### src/rtl/dcmac_rx_port_arbiter_if.sv
// AXI-stream style beat bus for one 2-segment DCMAC RX stream.
// Used for both arbiter inputs and the merged output.
interface dcmac_rx_port_arbiter_if #(
    parameter int SEG_W = 128
);
    logic [2*SEG_W-1:0] tdata;
    logic [5:0]         tuser;
    logic               tlast;
    logic               tvalid;
    logic               tready;

    modport master (output tdata, tuser, tlast, tvalid, input tready);
    modport slave  (input tdata, tuser, tlast, tvalid, output tready);
endinterface

### src/rtl/dcmac_rx_port_arbiter.sv
// Packet-granular round-robin merge of two DCMAC RX ports; optional counters under DCMAC_RX_ARB_STATS_EN.
// 0-cycle combinational datapath (1 bubble from IDLE); grant held until tlast; tready mirrors out tready.
module dcmac_rx_port_arbiter #(
    parameter int SEG_W = 128,
    parameter int CNT_W = 32
) (
    input  logic                       clk,
    input  logic                       reset,
    dcmac_rx_port_arbiter_if.slave     in0,
    dcmac_rx_port_arbiter_if.slave     in1,
    dcmac_rx_port_arbiter_if.master    out,
    output logic                       out_tid,
    input  logic                       stats_clear,
    output logic [CNT_W-1:0]           pkt_count0,
    output logic [CNT_W-1:0]           pkt_count1
);
    typedef enum logic [1:0] {IDLE, GRANT0, GRANT1} state_t;

    state_t             state_q, state_d;
    logic               last_grant_q, last_grant_d;

    logic [2*SEG_W-1:0] mux_dat;
    logic [5:0]         mux_user;
    logic               mux_last;
    logic               mux_vld;
    logic               mux_tid;
    logic               rdy0;
    logic               rdy1;
    logic               eop0;
    logic               eop1;

    always_comb begin
        state_d      = state_q;
        last_grant_d = last_grant_q;
        mux_dat      = '0;
        mux_user     = '0;
        mux_last     = 1'b0;
        mux_vld      = 1'b0;
        mux_tid      = 1'b0;
        rdy0         = 1'b0;
        rdy1         = 1'b0;
        eop0         = 1'b0;
        eop1         = 1'b0;
        case (state_q)
            IDLE: begin
                // On a tie the port that did not win last time goes next.
                if (in0.tvalid && in1.tvalid)
                    state_d = last_grant_q ? GRANT0 : GRANT1;
                else if (in0.tvalid)
                    state_d = GRANT0;
                else if (in1.tvalid)
                    state_d = GRANT1;
            end
            GRANT0: begin
                mux_dat  = in0.tdata;
                mux_user = in0.tuser;
                mux_last = in0.tlast;
                mux_vld  = in0.tvalid;
                mux_tid  = 1'b0;
                rdy0     = out.tready;
                eop0     = in0.tvalid && out.tready && in0.tlast;
                if (eop0)
                    state_d = in1.tvalid ? GRANT1 : IDLE;
            end
            GRANT1: begin
                mux_dat  = in1.tdata;
                mux_user = in1.tuser;
                mux_last = in1.tlast;
                mux_vld  = in1.tvalid;
                mux_tid  = 1'b1;
                rdy1     = out.tready;
                eop1     = in1.tvalid && out.tready && in1.tlast;
                if (eop1)
                    state_d = in0.tvalid ? GRANT0 : IDLE;
            end
            default: state_d = IDLE;
        endcase
        if (state_d == GRANT0)
            last_grant_d = 1'b0;
        else if (state_d == GRANT1)
            last_grant_d = 1'b1;
    end

    always_ff @(posedge clk or posedge reset) begin
        if (reset) begin
            state_q      <= IDLE;
            last_grant_q <= 1'b1;
        end else begin
            state_q      <= state_d;
            last_grant_q <= last_grant_d;
        end
    end

    assign out.tdata  = mux_dat;
    assign out.tuser  = mux_user;
    assign out.tlast  = mux_last;
    assign out.tvalid = mux_vld;
    assign out_tid    = mux_tid;
    assign in0.tready = rdy0;
    assign in1.tready = rdy1;

`ifdef DCMAC_RX_ARB_STATS_EN
    logic [CNT_W-1:0] cnt0_q, cnt0_d;
    logic [CNT_W-1:0] cnt1_q, cnt1_d;

    // Clear takes priority over a same-cycle packet end.
    always_comb begin
        cnt0_d = cnt0_q;
        cnt1_d = cnt1_q;
        if (stats_clear) begin
            cnt0_d = '0;
            cnt1_d = '0;
        end else begin
            if (eop0) cnt0_d = cnt0_q + 1'b1;
            if (eop1) cnt1_d = cnt1_q + 1'b1;
        end
    end

    always_ff @(posedge clk or posedge reset) begin
        if (reset) begin
            cnt0_q <= '0;
            cnt1_q <= '0;
        end else begin
            cnt0_q <= cnt0_d;
            cnt1_q <= cnt1_d;
        end
    end

    assign pkt_count0 = cnt0_q;
    assign pkt_count1 = cnt1_q;
`else
    logic unused_stats;
    assign unused_stats = stats_clear ^ eop0 ^ eop1;
    assign pkt_count0   = '0;
    assign pkt_count1   = '0;
`endif
endmodule

### src/flat_wrapper.sv
// flat-port wrapper written by rule: the top's interface ports become plain ports
module dcmac_rx_port_arbiter_flat 
#(
    parameter int SEG_W = 128,
    parameter int CNT_W = 32
)
  (clk, reset, out_tid, stats_clear, pkt_count0, pkt_count1, in0_tdata, in0_tuser, in0_tlast, in0_tvalid, in0_tready, in1_tdata, in1_tuser, in1_tlast, in1_tvalid, in1_tready, out_tdata, out_tuser, out_tlast, out_tvalid, out_tready);
  dcmac_rx_port_arbiter_if #(.SEG_W(SEG_W)) in0_i ();
  dcmac_rx_port_arbiter_if #(.SEG_W(SEG_W)) in1_i ();
  dcmac_rx_port_arbiter_if #(.SEG_W(SEG_W)) out_i ();
  input  logic clk;
  input  logic reset;
  output logic out_tid;
  input  logic stats_clear;
  output logic [CNT_W-1:0] pkt_count0;
  output logic [CNT_W-1:0] pkt_count1;
  input wire logic [$bits(in0_i.tdata)-1:0] in0_tdata;
  input wire logic [$bits(in0_i.tuser)-1:0] in0_tuser;
  input wire logic [$bits(in0_i.tlast)-1:0] in0_tlast;
  input wire logic [$bits(in0_i.tvalid)-1:0] in0_tvalid;
  output wire logic [$bits(in0_i.tready)-1:0] in0_tready;
  input wire logic [$bits(in1_i.tdata)-1:0] in1_tdata;
  input wire logic [$bits(in1_i.tuser)-1:0] in1_tuser;
  input wire logic [$bits(in1_i.tlast)-1:0] in1_tlast;
  input wire logic [$bits(in1_i.tvalid)-1:0] in1_tvalid;
  output wire logic [$bits(in1_i.tready)-1:0] in1_tready;
  output wire logic [$bits(out_i.tdata)-1:0] out_tdata;
  output wire logic [$bits(out_i.tuser)-1:0] out_tuser;
  output wire logic [$bits(out_i.tlast)-1:0] out_tlast;
  output wire logic [$bits(out_i.tvalid)-1:0] out_tvalid;
  input wire logic [$bits(out_i.tready)-1:0] out_tready;
  assign in0_i.tdata = in0_tdata;
  assign in0_i.tuser = in0_tuser;
  assign in0_i.tlast = in0_tlast;
  assign in0_i.tvalid = in0_tvalid;
  assign in0_tready = in0_i.tready;
  assign in1_i.tdata = in1_tdata;
  assign in1_i.tuser = in1_tuser;
  assign in1_i.tlast = in1_tlast;
  assign in1_i.tvalid = in1_tvalid;
  assign in1_tready = in1_i.tready;
  assign out_tdata = out_i.tdata;
  assign out_tuser = out_i.tuser;
  assign out_tlast = out_i.tlast;
  assign out_tvalid = out_i.tvalid;
  assign out_i.tready = out_tready;
  dcmac_rx_port_arbiter #(.SEG_W(SEG_W), .CNT_W(CNT_W)) u_core (.clk(clk), .reset(reset), .in0(in0_i), .in1(in1_i), .out(out_i), .out_tid(out_tid), .stats_clear(stats_clear), .pkt_count0(pkt_count0), .pkt_count1(pkt_count1));
endmodule
### config.mk
export PLATFORM = sky130hd
export DESIGN_NAME = dcmac_rx_port_arbiter_flat
export DESIGN_NICKNAME = d
export VERILOG_FILES = /design/src/rtl/dcmac_rx_port_arbiter_if.sv /design/src/rtl/dcmac_rx_port_arbiter.sv /design/src/flat_wrapper.sv
export SDC_FILE = /design/constraint.sdc
export NUM_CORES = 1
export LEC_CHECK = 0
export CORE_AREA = 5 5 332 334
export CTS_CLUSTER_SIZE = 24
export DETAILED_ROUTE_END_ITERATION = 12
export DIE_AREA = 0 0 337 339
export PLACE_DENSITY = 0.33
export RECOVER_POWER = 25
export SLEW_MARGIN = 20
export SYNTH_ARGS = -nofsm -noshare
export SYNTH_HDL_FRONTEND = slang
export SYNTH_SLANG_ARGS = --single-unit
### constraint.sdc
create_clock -name clk -period 1.86 [get_ports clk]
set_clock_uncertainty 0.2 [all_clocks]
set_input_delay 0.465 -clock clk [delete_from_list [all_inputs] [get_ports clk]]
set_output_delay 0.465 -clock clk [all_outputs]
set_load 0.01 [all_outputs]
# Word level (Yosys, flattened, before mapping)
# Cells that the tools add are included.
dict set report classes {
  add_sub_neg 0
  multipliers 0
  n_div 0
  magnitude_cmp 0
  n_eq_ne 4
  n_shift 0
  mux 18
  n_bitwise 0
  n_reduce_logical 7
}
# operator count
set ops {}
lappend ops {{one-hot mux 256 bit (2 select lines)} 1}
lappend ops {{two-way mux 2 bit} 7}
lappend ops {{one-hot mux 6 bit (2 select lines)} 1}
lappend ops {{two-way mux 1 bit} 6}
lappend ops {{one-hot mux 2 bit (3 select lines)} 1}
lappend ops {{logical AND 1 bit} 5}
lappend ops {{equality test 2 x 1 -> 1 bit (second input constant)} 2}
lappend ops {{equality test 2 bit (second input constant)} 2}
lappend ops {{one-hot mux 1 bit (2 select lines)} 2}
lappend ops {{logical NOT 2 bit} 1}
lappend ops {{nonzero test 2 bit} 1}
dict set report word_totals {
  reg_bits 3
  latchBits 0
  ram_bits 0
  romBits 0
  in_bits 532
  output_inout_bits 331
  wordCells 31
  mem_count 0
}

# Longest topological paths before layout
dict set report depth {
  ltp_word 7
  mapped_depth 9
  mapped_depth_nobuf 6
}

# Worst setup path before layout
# No wires, ideal clock.
dict set report synth_timing {
  path_kind {register to register}
  from {register u_core.state_q[0]}
  to {register u_core.last_grant_q}
  arrival_ns 1.883
  required_time_ns 1.585
  setup_slack_ns -0.298
  path_stages_with_launch 10
  n_path_buf 3
  period_less_slack_ns 2.158
  path_cell_list {dfrtp_1 > inv_1 > ha_1 > buf_2 > buf_4 > buf_4 > nand3_1 > a31o_1 > ha_1 > mux2i_1}
}
dict set report synth_via {
  elab_chain_len 6
}
# element line
set synth_lines {}
lappend synth_lines {{start, declared} dcmac_rx_port_arbiter.sv:19} ;# state_t state_q, state_d;
lappend synth_lines {{start signal, assigned} dcmac_rx_port_arbiter.sv:89} ;# state_q <= state_d;
lappend synth_lines {{two-way mux 2 bit} dcmac_rx_port_arbiter.sv:51} ;# else if (in1.tvalid)
lappend synth_lines {{two-way mux 2 bit} dcmac_rx_port_arbiter.sv:49} ;# else if (in0.tvalid)
lappend synth_lines {{two-way mux 2 bit} dcmac_rx_port_arbiter.sv:47} ;# if (in0.tvalid && in1.tvalid)
lappend synth_lines {{one-hot mux 2 bit (3 select lines) (*)} dcmac_rx_port_arbiter.sv:44} ;# case (state_q)
lappend synth_lines {{equality test 2 x 1 -> 1 bit or equality test 2 bit (tied branches)} {dcmac_rx_port_arbiter.sv:78, dcmac_rx_port_arbiter.sv:80}}
lappend synth_lines {{two-way mux 1 bit or nonzero test 2 bit (tied branches)} n/a}
lappend synth_lines {{end signal, assigned} dcmac_rx_port_arbiter.sv:90} ;# last_grant_q <= last_grant_d;
lappend synth_lines {{end, declared} dcmac_rx_port_arbiter.sv:20} ;# logic last_grant_q, last_grant_d;
# Every way passes the cells marked *; elsewhere a longest branch is shown, timed or not.
# A chain may end at the register's enable or synchronous reset.

# Worst setup path after layout
dict set report layout_timing {
  from {register u_core.state_q[0]}
  to {output port out_tdata[36]}
}
dict set report layout_via {
  elab_chain_len 2
}
# element line
set layout_lines {}
lappend layout_lines {{equality test 2 bit or equality test 2 x 1 -> 1 bit (tied branches)} dcmac_rx_port_arbiter.sv:44}
lappend layout_lines {{one-hot mux 256 bit (2 select lines) (*)} dcmac_rx_port_arbiter.sv:44}
lappend layout_lines {{end, declared} flat_wrapper.sv:27} ;# output wire logic [$bits(out_i.tdata)-1:0] out_tdata;
# Marks and branches as above.

==> impl_metrics.py <==
metrics = {
    "cells_and_area": {
        "area_growth_pct": 329.9,
        "multi_input_area_mm2": 0.006649,
        "seqCellArea_um2": 76.32,
        "drive_above_1_share_pct": 63.43,
        "final_nets": 2217,
        "final_cell_area_mm2": 0.02092,
        "nFillCells": 11712,
    },
    "detailed_routing": {
        "wl_per_cell_um": 28.25,
        "drc": 0,
        "drt_iter0_markers": 388,
        "drt_pass1_iterations": 4,
        "vias": 9857,
        "ant_nets": 0,
        "drt_wl_total_mm": 87.28,
        "viasPerCell": 3.190,
    },
    "power": {
        "p_leak_uw": 0.007533,
        "seqPwrFrac_pct": 0.4,
        "clkPwrFrac_pct": 1.1,
        "p_comb_share_pct": 98.5,
        "vdd_drop_max_uv": 568.4,
        "p_per_area_mw_per_mm2": 1485,
        "p_sw_uw": 13520,
        "intPower_uw": 17550,
        "p_sw_share_pct": 43.52,
    },
    "critical_path": {
        "crit_required_ps": 1190,
        "cp_slowest_stage_delay_ps": 400,
        "critPathArrivalTime_ps": 2150,
        "start_kind": "register",
        "crit_buf_inv": 5,
        "critPathKind": "register to output port",
        "crit_family": "buffers and inverters",
        "crit_slowest_cell": "dfrtp_1",
        "cp-end-kind": "output port",
        "path_cells": "buf_6, ha_4, buf_6, buf_16, buf_12, a22oi_2, nor2b_2, buf_12",
        "path_max_fanout": 7,
    },
    "logic_synthesis": {
        "syn_area_per_cell_um2": 6.826,
        "seq_area_frac_synth_pct": 1.568,
        "synth_cells": 713,
        "ys_seq_elements": 3,
        "synth_cell_type_count": 24,
        "synth_area_mm2": 0.004867,
        "yosys_warnings": 0,
    },
    "die": {
        "initial_core_util_pct": 4.566,
        "dieArea_mm2": 0.1142,
        "ios": 863,
        "rows": 120,
        "die_x_um": 337,
        "placeableCoreArea_mm2": 0.1066,
        "die_y_um": 339,
    },
    "run_status": {
        "outcome": "complete, but fails checks",
        "violations": "setup timing",
    },
    "sta": {
        "fmax_mhz": 355.6,
        "setup_violations": 268,
        "grt_setup_unrepaired": "true",
        "fin_ws_ps": -952.3,
        "period_share_pct": 151.2,
        "whs_ps": 273.4,
        "maxSlewViolCount": 0,
        "finalHoldViolCount": 0,
        "period_needed_ps": 2812,
    },
    "grt": {
        "grt_pass1_vias": 10744,
        "grt_start_max_net_pins": 32,
        "grt_pass1_wl_mm": 109.1,
        "antenna_found_initial": 24,
        "grt_use_total_pct": 14.05,
        "grt.overflow.total": 0,
    },
    "clock_network": {
        "root_buffer": "clkbuf_16",
        "clk_pin_slew_ps": 30,
        "numCtsBuffers": 3,
        "cts_tree": "built",
        "htreeDepth": 1,
        "clock_latency_ps": 230,
        "ctsHoldBuffers": 0,
        "clock-sinks": 3,
        "cts_buffer_depth": 2,
    },
    "placement": {
        "port_buffers": 797,
        "dp_hpwl_mm": 68.96,
        "globalplace.congestion": 0.8670,
        "place_area_mm2": 0.01663,
    },
    "min_path": {
        "worstHoldPathType": "register to register",
    },
    "run": {
        "maxCapViolations": 0,
    },
}
-- cells in the mapped netlist, drive strengths merged --
cell	n	area [um2]
a22oi	264	1982
a31o	1	8.760
a31oi	1	6.260
a32oi	1	8.760
and2	2	12.51
buf	119	813.3
clkbuf	34	127.6
conb	1	3.750
dfrtp	2	50.05
dfstp	1	26.28
ha	5	62.56
inv	4	15.01
mux2	1	15.01
mux2i	2	20.02
nand2	3	13.77
nand2b	1	6.260
nand3	3	20.02
nor2	2	7.510
nor2b	264	1652
o211ai	1	7.510
o32ai	1	8.760
-- worst register-to-register path, stage by stage, from the launching register on --
cell and delay (ps):
dfrtp_1 400, buf_6 140, ha_4 230, a32oi_1 360
o32ai_4 130, ha_1 300, mux2i_1 180
-- per-stage QoR --
step | util [%] | worst slack [ps] | TNS, ps | std cells | power (uW)
after floorplan | - | -169.4 | -36870 | 776 | 8900
after global placement | 15.60 | -1018 | -217900 | 2925 | 20010
after detailed placement | 15.60 | -1081 | -222060 | 2925 | 20120
after CTS | 19.07 | -923.5 | -211400 | 3069 | 30720
after global routing | 19.61 | -934.2 | -214690 | 3084 | 32620
final | 19.63 | -952.3 | -198770 | 3090 | 31070
-- placed cells by master (no fill, tap or decap), types with 16 or more instances in the layout --
master             n
nor2b_4          105
nor2b_2          155
buf_2             89
buf_16            30
a22oi_2          263
buf_12           132
clkdlybuf4s50_1  524
buf_4             67
buf_8             35
conb_1            64
clkbuf_16         16
buf_6            156
-- per-layer routing --
| layer | routed length [um] | global-route usage (%) |
|---|---|---|
| met3 | 6467 | 3.064 |
| met5 | 138 | 0 |
| met1 | 36020 | 18.02 |
| met2 | 43890 | 25.08 |
| met4 | 768 | 1.049 |
-- cell families after synthesis --
family                     Yosys count  share of synthesized area (%)
AOI/OAI and AO/OA                  269                          41.54
muxes                                3                         0.7197
and+or+nand+nor                    275                          35.17
adders and majority gates            5                          1.285
buffers and inverters              157                          19.64
other                                1                        0.07705
DFF                                  3                          1.568
-- power groups by stage --
stage	clock, uW	sequential (uW)	combinational (uW)
6_report	344	120	30600
5_1_grt	353	123	32100
4_1_cts	350	118	30200
3_5_place_dp	0	124	20000
3_3_place_gp	0	123	19900
2_1_floorplan	0	124	8780
-- area by class of cell --
type | count | area share (%)
timing repair buffer | 1052 | 58.90
clock buffer | 4 | 0.3767
antenna | 8 | 0.09568
tap | 1403 | 8.390
inverter | 4 | 0.09568
multi-input combinational | 616 | 31.78
sequential | 3 | 0.3648
-- worst paths after layout --
check	startpoint	to	slack (ps)	depth (start not counted)
min	u_core.last_grant_q	u_core.last_grant_q	270	2
max in group asynchronous	reset	u_core.last_grant_q	900	2
min reg2reg	u_core.last_grant_q	u_core.last_grant_q	270	2
max	u_core.state_q[0]	out_tdata[36]	-950	8
min in group asynchronous	reset	u_core.state_q[1]	350	2
max reg2reg	u_core.state_q[0]	u_core.last_grant_q	-140	6
-- registers in the layout, summed over array words and instances (netlist names) --
name,flops
u_core.last_grant_q,1
u_core.state_q,2
-- repair_timing --
item | CTS | global route
pin swaps | 69 | 77
gates cloned | 40 | 17
setup buffers | 117 | 31
resized for setup | 1143 | 192
setup endpoints to repair | 269 | 268
(Power assumes the default switching activity.)
